==> config.mk <==
export PLATFORM = sky130hd
export DESIGN_NAME = apb_slave_regs_flat
export DESIGN_NICKNAME = d
export VERILOG_FILES = /design/src/rtl/apb_slave_pkg.sv /design/src/rtl/apb_slave_regs_if.sv /design/src/rtl/apb_reg_bank.sv /design/src/rtl/apb_slave_regs.sv /design/src/flat_wrapper.sv
export SDC_FILE = /design/constraint.sdc
export NUM_CORES = 1
export LEC_CHECK = 0
export BUFFER_PORTS_ARGS = -buffer_cell sky130_fd_sc_hd__clkbuf_2
export CORE_ASPECT_RATIO = 0.75
export CORE_MARGIN = 2
export CORE_UTILIZATION = 40
export CTS_CLUSTER_SIZE = 12
export DETAILED_ROUTE_END_ITERATION = 7
export PLACE_DENSITY = 0.7
export SETUP_SLACK_MARGIN = 0.1
export SYNTH_ARGS = -nofsm -noshare
export SYNTH_HDL_FRONTEND = slang
export SYNTH_SLANG_ARGS = --single-unit
==> constraint.sdc <==
create_clock -name pclk -period 13 [get_ports pclk]
set_input_delay 1.3 -clock pclk [delete_from_list [all_inputs] [get_ports pclk]]
set_output_delay 1.3 -clock pclk [all_outputs]
set_load 0.01 [all_outputs]
==> src/rtl/apb_slave_pkg.sv <==
// Shared types and constants for the APB3 register-bank completer.
//   ADDR_W / DATA_W      : APB address and data widths
//   IDX_W                : word-index width (paddr[7:2])
//   CNT_W                : wait-state counter width (0..15)
//   apb_state_e          : transfer FSM states
//   ID_VALUE_DEFAULT     : default read-only contents of register 0
package apb_slave_pkg;

   localparam int unsigned ADDR_W = 8;
   localparam int unsigned DATA_W = 32;
   localparam int unsigned IDX_W  = ADDR_W - 2;
   localparam int unsigned CNT_W  = 4;

   localparam logic [DATA_W-1:0] ID_VALUE_DEFAULT = 32'hA5B0_0001;

   typedef enum logic {
      IDLE   = 1'b0,
      ACCESS = 1'b1
   } apb_state_e;

endpackage

==> src/rtl/apb_slave_regs_if.sv <==
// APB3 bus bundle between a requester (master) and this completer (slave).
//   psel, penable, pwrite, paddr, pwdata : requester -> completer
//   prdata, pready, pslverr              : completer -> requester
interface apb_slave_regs_if;
   import apb_slave_pkg::*;

   logic              psel;
   logic              penable;
   logic              pwrite;
   logic [ADDR_W-1:0] paddr;
   logic [DATA_W-1:0] pwdata;
   logic [DATA_W-1:0] prdata;
   logic              pready;
   logic              pslverr;

   modport master (
      output psel, penable, pwrite, paddr, pwdata,
      input  prdata, pready, pslverr
   );

   modport slave (
      input  psel, penable, pwrite, paddr, pwdata,
      output prdata, pready, pslverr
   );

endinterface

==> src/rtl/apb_reg_bank.sv <==
// Word register bank: NUM_REGS x 32 storage with one write port and a
// combinational read mux. Register 0 has no storage: it reads ID_VALUE and
// shows as zero on the flat view.
//   clk, rst_n : clock, synchronous active-low clear of regs 1..NUM_REGS-1
//   we_i       : write strobe (already qualified by the caller)
//   addr_i     : word index shared by read and write
//   wdata_i    : write data
//   rdata_o    : read data for addr_i (0 for indices with no register)
//   regs_o     : flat view, reg i at [32*i +: 32]
module apb_reg_bank
   import apb_slave_pkg::*;
#(
   parameter int unsigned       NUM_REGS = 16,
   parameter logic [DATA_W-1:0] ID_VALUE = ID_VALUE_DEFAULT
) (
   input  logic                       clk,
   input  logic                       rst_n,
   input  logic                       we_i,
   input  logic [IDX_W-1:0]           addr_i,
   input  logic [DATA_W-1:0]          wdata_i,
   output logic [DATA_W-1:0]          rdata_o,
   output logic [NUM_REGS*DATA_W-1:0] regs_o
);

   logic [DATA_W-1:0] regs_q [1:NUM_REGS-1];

   // Storage: reset has priority over a write on the same edge.
   always_ff @(posedge clk) begin
      if (!rst_n) begin
         for (int i = 1; i < NUM_REGS; i++) regs_q[i] <= '0;
      end else if (we_i) begin
         for (int i = 1; i < NUM_REGS; i++) begin
            if (addr_i == IDX_W'(i)) regs_q[i] <= wdata_i;
         end
      end
   end

   // Read mux.
   always_comb begin
      rdata_o = '0;
      if (addr_i == '0) rdata_o = ID_VALUE;
      for (int i = 1; i < NUM_REGS; i++) begin
         if (addr_i == IDX_W'(i)) rdata_o = regs_q[i];
      end
   end

   // Flat view.
   always_comb begin
      regs_o = '0;
      for (int i = 1; i < NUM_REGS; i++) regs_o[i*DATA_W +: DATA_W] = regs_q[i];
   end

endmodule

==> src/rtl/apb_slave_regs.sv <==
// APB3 completer in front of a word register bank, with programmable wait
// states, error responses and protocol-violation detection.
//   pclk, preset_n : clock, synchronous active-low reset
//   apb            : APB3 bus, slave side (pready/prdata/pslverr are
//                    combinational from the access-phase state)
//   regs_o         : flat view of the bank, reg i at [32*i +: 32]
//   prot_err       : registered one-cycle pulse on a protocol violation
module apb_slave_regs
   import apb_slave_pkg::*;
#(
   parameter int unsigned       NUM_REGS    = 16,
   parameter int unsigned       WAIT_STATES = 0,
   parameter logic [DATA_W-1:0] ID_VALUE    = ID_VALUE_DEFAULT
) (
   input  logic                       pclk,
   input  logic                       preset_n,
   apb_slave_regs_if.slave            apb,
   output logic [NUM_REGS*DATA_W-1:0] regs_o,
   output logic                       prot_err
);

   apb_state_e        state_q;
   logic [CNT_W-1:0]  wait_cnt_q;
   logic [ADDR_W-1:0] paddr_q;
   logic              pwrite_q;
   logic [DATA_W-1:0] pwdata_q;
   logic              prot_err_q;

   logic              access_c;
   logic              ready_c;
   logic              err_c;
   logic              we_c;
   logic              changed_c;
   logic [DATA_W-1:0] rdata_c;

   // Decode and completion, all on the values latched in the setup phase.
   assign access_c  = (state_q == ACCESS) & apb.psel & apb.penable;
   assign ready_c   = access_c & (wait_cnt_q == CNT_W'(WAIT_STATES));
   assign err_c     = (paddr_q[1:0] != 2'b00)
                    | ({1'b0, paddr_q[ADDR_W-1:2]} >= (IDX_W+1)'(NUM_REGS))
                    | (pwrite_q & (paddr_q[ADDR_W-1:2] == '0));
   assign we_c      = ready_c & pwrite_q & ~err_c;
   assign changed_c = (apb.paddr != paddr_q) | (apb.pwrite != pwrite_q)
                    | (apb.pwdata != pwdata_q);

   assign apb.pready  = ready_c;
   assign apb.pslverr = ready_c & err_c;
   assign apb.prdata  = (ready_c & ~pwrite_q & ~err_c) ? rdata_c : '0;
   assign prot_err    = prot_err_q;

   // Transfer FSM, wait counter, request latch and violation pulse.
   always_ff @(posedge pclk) begin
      if (!preset_n) begin
         state_q    <= IDLE;
         wait_cnt_q <= '0;
         paddr_q    <= '0;
         pwrite_q   <= 1'b0;
         pwdata_q   <= '0;
         prot_err_q <= 1'b0;
      end else begin
         prot_err_q <= 1'b0;
         case (state_q)
            IDLE: begin
               if (apb.psel && !apb.penable) begin
                  paddr_q    <= apb.paddr;
                  pwrite_q   <= apb.pwrite;
                  pwdata_q   <= apb.pwdata;
                  wait_cnt_q <= '0;
                  state_q    <= ACCESS;
               end else if (apb.psel && apb.penable) begin
                  // Access phase without a setup phase: ignored.
                  prot_err_q <= 1'b1;
               end
            end
            ACCESS: begin
               if (!access_c) begin
                  // Requester gave up early: drop the transfer uncommitted.
                  state_q    <= IDLE;
                  wait_cnt_q <= '0;
                  prot_err_q <= 1'b1;
               end else begin
                  if (changed_c) prot_err_q <= 1'b1;
                  if (ready_c) begin
                     state_q    <= IDLE;
                     wait_cnt_q <= '0;
                  end else begin
                     wait_cnt_q <= wait_cnt_q + CNT_W'(1);
                  end
               end
            end
         endcase
      end
   end

   apb_reg_bank #(
      .NUM_REGS (NUM_REGS),
      .ID_VALUE (ID_VALUE)
   ) u_bank (
      .clk     (pclk),
      .rst_n   (preset_n),
      .we_i    (we_c),
      .addr_i  (paddr_q[ADDR_W-1:2]),
      .wdata_i (pwdata_q),
      .rdata_o (rdata_c),
      .regs_o  (regs_o)
   );

endmodule

==> src/flat_wrapper.sv <==
// flat-port wrapper written by rule: the top's interface ports become plain ports
module apb_slave_regs_flat import apb_slave_pkg::*;
#(
   parameter int unsigned       NUM_REGS    = 16,
   parameter int unsigned       WAIT_STATES = 0,
   parameter logic [DATA_W-1:0] ID_VALUE    = ID_VALUE_DEFAULT
)
  (pclk, preset_n, regs_o, prot_err, apb_psel, apb_penable, apb_pwrite, apb_paddr, apb_pwdata, apb_prdata, apb_pready, apb_pslverr);
  apb_slave_regs_if apb_i ();
  input  logic pclk;
  input  logic preset_n;
  output logic [NUM_REGS*DATA_W-1:0] regs_o;
  output logic prot_err;
  input wire logic [$bits(apb_i.psel)-1:0] apb_psel;
  input wire logic [$bits(apb_i.penable)-1:0] apb_penable;
  input wire logic [$bits(apb_i.pwrite)-1:0] apb_pwrite;
  input wire logic [$bits(apb_i.paddr)-1:0] apb_paddr;
  input wire logic [$bits(apb_i.pwdata)-1:0] apb_pwdata;
  output wire logic [$bits(apb_i.prdata)-1:0] apb_prdata;
  output wire logic [$bits(apb_i.pready)-1:0] apb_pready;
  output wire logic [$bits(apb_i.pslverr)-1:0] apb_pslverr;
  assign apb_i.psel = apb_psel;
  assign apb_i.penable = apb_penable;
  assign apb_i.pwrite = apb_pwrite;
  assign apb_i.paddr = apb_paddr;
  assign apb_i.pwdata = apb_pwdata;
  assign apb_prdata = apb_i.prdata;
  assign apb_pready = apb_i.pready;
  assign apb_pslverr = apb_i.pslverr;
  apb_slave_regs #(.NUM_REGS(NUM_REGS), .WAIT_STATES(WAIT_STATES), .ID_VALUE(ID_VALUE)) u_core (.pclk(pclk), .preset_n(preset_n), .apb(apb_i), .regs_o(regs_o), .prot_err(prot_err));
endmodule
==> flow_summary.ini <==
[setup_path]
crit_chain = or3_1 -> nor3_1 -> o21ai_0 -> nand4_1 -> o211ai_1 -> a2111oi_2 -> clkbuf_2
cp-end-kind = primary output
slowest_delay_ns = 1.29
critPathArrivalTime_ns = 4.64
cpLargestDelayFamily = simple AND/OR/NAND/NOR gates
cp-start-kind = register
cp_num_buf_inv = 1
critPathMaxFanout = 18
crit_slowest_cell = nor3_1
worstPathRequired_ns = 11.70
crit_type = register to primary output

[grt]
overflow = 0
met1_usage = 0.452
grtUsageMet3 = 0.143
grt_pass1_vias = 19200
antenna_found_initial = 14
grt_usage = 0.343
grt_max_degree = 49
grt_first_pass_wirelength_um = 150000
grtUsageMet2 = 0.518
busiest_layer = met2

[synth]
synth_simple_gate_area_frac = 0.194
synth_most_common_cell = and2_1
synth_mux_area_frac = 0.00480
ys_warn_count = 0
synth_area_leaders = edfxtp_1, and2_1, dfxtp_1, a21oi_1, a22oi_1
synth_xor_area_frac = 0.0152
ys.flop_type = edfxtp_1
synth_area_leader_cell = edfxtp_1
synth_edf_count = 480
synth_top_family_by_area = simple AND/OR/NAND/NOR gates
ys_async_sr_fraction = 0
synthCells = 2032
synth_cell_types = 66
synth_area_um2 = 24200
synth_seq_cells = 527
synth_top_area_frac = 0.595
synth_compound_area_frac = 0.110
ys_seq_area_frac = 0.634
synth_fa_ha_area_frac = 0.00103
synth_commonest_cells = and2_1, edfxtp_1, nand2_1
postSynthAreaPerCell_um2 = 11.9

[clock_tree]
post_cts_buffers = 0
hold_buffers = 0
post_cts_resized = 0
htree_levels = 2
clock-root-buffer = clkbuf_16
clk_path_buf_depth = 3
cts_tree = done
clk_pin_slew_worst_paths_ns = 0.06
numCtsBuffers = 55
cts_sinks = 527
clock_latency_ns = 0.63

[timing]
max_freq_mhz = 168
fin_hold_ws_ns = 0.500
finalSetupTns_ns = 0
max_slew_margin = -0.108
slew_violations = 8
rsz0062_at_grt = no
worst_slew_pin_slew_ns = 1.65
fin_crit_sh = 0.457
hold_viol = 0
min_period_ns = 5.94
clock_skew_ns = 0.0278
setup_viol = 0

[floorplanning]
num_rows = 78
die-area_um2 = 62500
ioPinCount = 592
start_util = 0.402
die_w_um = 288
fp.dieH_um = 217
fp.coreArea_um2 = 60200

[flow_run]
drv_cap = 1

[placed_design]
dp_cells = 3276
dp_hpwl_um = 78700
gp_congestion = 0.961
io_buffers = 559

[power_and_ir_drop]
p_int_w = 0.00287
p_clk_frac = 0.410
power_density_nw_per_um2 = 129
power_leakage_nw = 11.7
vdd_drop_max_mv = 0.101
combinationalPowerShare = 0.071
switchingPower_w = 0.000964
pwr-share-seq = 0.518
swShare = 0.251
finalPower_w = 0.00383

[cells_and_area]
stdcell_count = 3382
nNetsFinal = 2580
drive_above_1_share = 0.291
final_util = 0.493
syn2layout_area_growth_pct = 22.5

[route]
first_pass_iters = 6
antenna_left = 0
routed_wl_um = 111000
first_iter_violations = 3331
vias = 20400
routedWlPerCell_um = 32.8
viasPerCell = 6.03
drc = 0

[outcome]
violations = max-capacitance violations, max-slew violations
status = finished with violations

[worst_hold_path]
worst_hold_path_type = register to register
## cells by family (layout without fill, tap and decap cells)
family / count (synthesis) / count (layout)
simple gates: 843 / 843
flops: 527 / 527
compound gates: 397 / 397
buf+inv: 209 / 721
xor+xnor: 42 / 42
mux: 11 / 11
fa+ha+maj: 2 / 2
other cells: 1 / 39
## power by group through the flow
stage / clock network (W) / logic (W) / registers [W]
final: 0.00157 / 0.000274 / 0.00199
after global routing: 0.00164 / 0.000285 / 0.00199
after CTS: 0.00157 / 0.000268 / 0.00198
after detailed placement: 0 / 0.000268 / 0.00202
after global placement: 0 / 0.000265 / 0.00202
after floorplan: 0 / 0.000112 / 0.00200
## cell usage in the layout, fill, tap and decap left out, types with 9 or more instances in the layout
| cell | n |
|---|---|
| nor2_1 | 68 |
| nand4_1 | 18 |
| a221oi_1 | 39 |
| o22ai_1 | 30 |
| and2_1 | 482 |
| clkbuf_16 | 57 |
| conb_1 | 32 |
| buf_4 | 56 |
| a211oi_1 | 12 |
| nor2_2 | 20 |
| or3_1 | 11 |
| clkbuf_2 | 559 |
| xor2_1 | 11 |
| nor3_1 | 20 |
| nor2_4 | 9 |
| nand2_1 | 124 |
| xnor2_1 | 31 |
| o21ai_4 | 15 |
| a22oi_1 | 63 |
| o221ai_1 | 22 |
| dfxtp_1 | 47 |
| edfxtp_1 | 480 |
| clkbuf_1 | 22 |
| nand3_1 | 44 |
| o21ai_0 | 49 |
| a21oi_1 | 107 |
| nor4_1 | 10 |
## worst reg2reg max path: cells and delay by family, from the launching register on
family | cells | cell delay, ns
simple gates | 4 | 2.38
compound gates | 1 | 1.00
buf+inv | 1 | 0.33
flops | 1 | 0.56
## per-stage QoR
| stage | cell area, um^2 | worst slack (ns) |
|---|---|---|
| 2_1_floorplan | 24300 | 8.20 |
| 3_3_place_gp | 27900 | 7.83 |
| 3_5_place_dp | 27900 | 7.81 |
| 4_1_cts | 29700 | 7.17 |
| 5_1_grt | 29700 | 6.92 |
| 6_report | 29700 | 7.06 |
## final cells by class
type	instances	area (um^2)
Fill cell	5335	30500
Tap cell	800	1000
Clock buffer	80	1520
Timing Repair Buffer	615	3220
Antenna cell	7	17.5
Multi-Input combinational cell	1327	8320
Clock inverter	19	206
Inverter	7	26.3
Sequential cell	527	15400
## flip-flops by register name (all words and copies together) (netlist names)
| register | flops |
|---|---|
| u_core.u_bank.regs_q | 480 |
| u_core.state_q | 1 |
| u_core.pwrite_q | 1 |
| u_core.wait_cnt_q | 4 |
| u_core.prot_err | 1 |
| u_core.pwdata_q | 32 |
| u_core.paddr_q | 8 |
## per-layer routing
layer	part of all wire	wire length (um)
met5	0.00077	85
met1	0.36	40500
met2	0.44	49000
met3	0.16	17900
met4	0.032	3550
## final timing paths
check / startpoint / to / slack, ns / cells after the start
worst max-delay path: u_core.paddr_q[5] / apb_prdata[24] / 7.06 / 7
worst min-delay path: u_core.wait_cnt_q[3] / u_core.wait_cnt_q[3] / 0.50 / 2
worst max register to register: u_core.paddr_q[2] / u_core.u_bank.regs_q[0][124] / 8.47 / 6
worst min register to register: u_core.wait_cnt_q[3] / u_core.wait_cnt_q[3] / 0.50 / 2
Note: power is estimated with default switching activity, not from simulation.
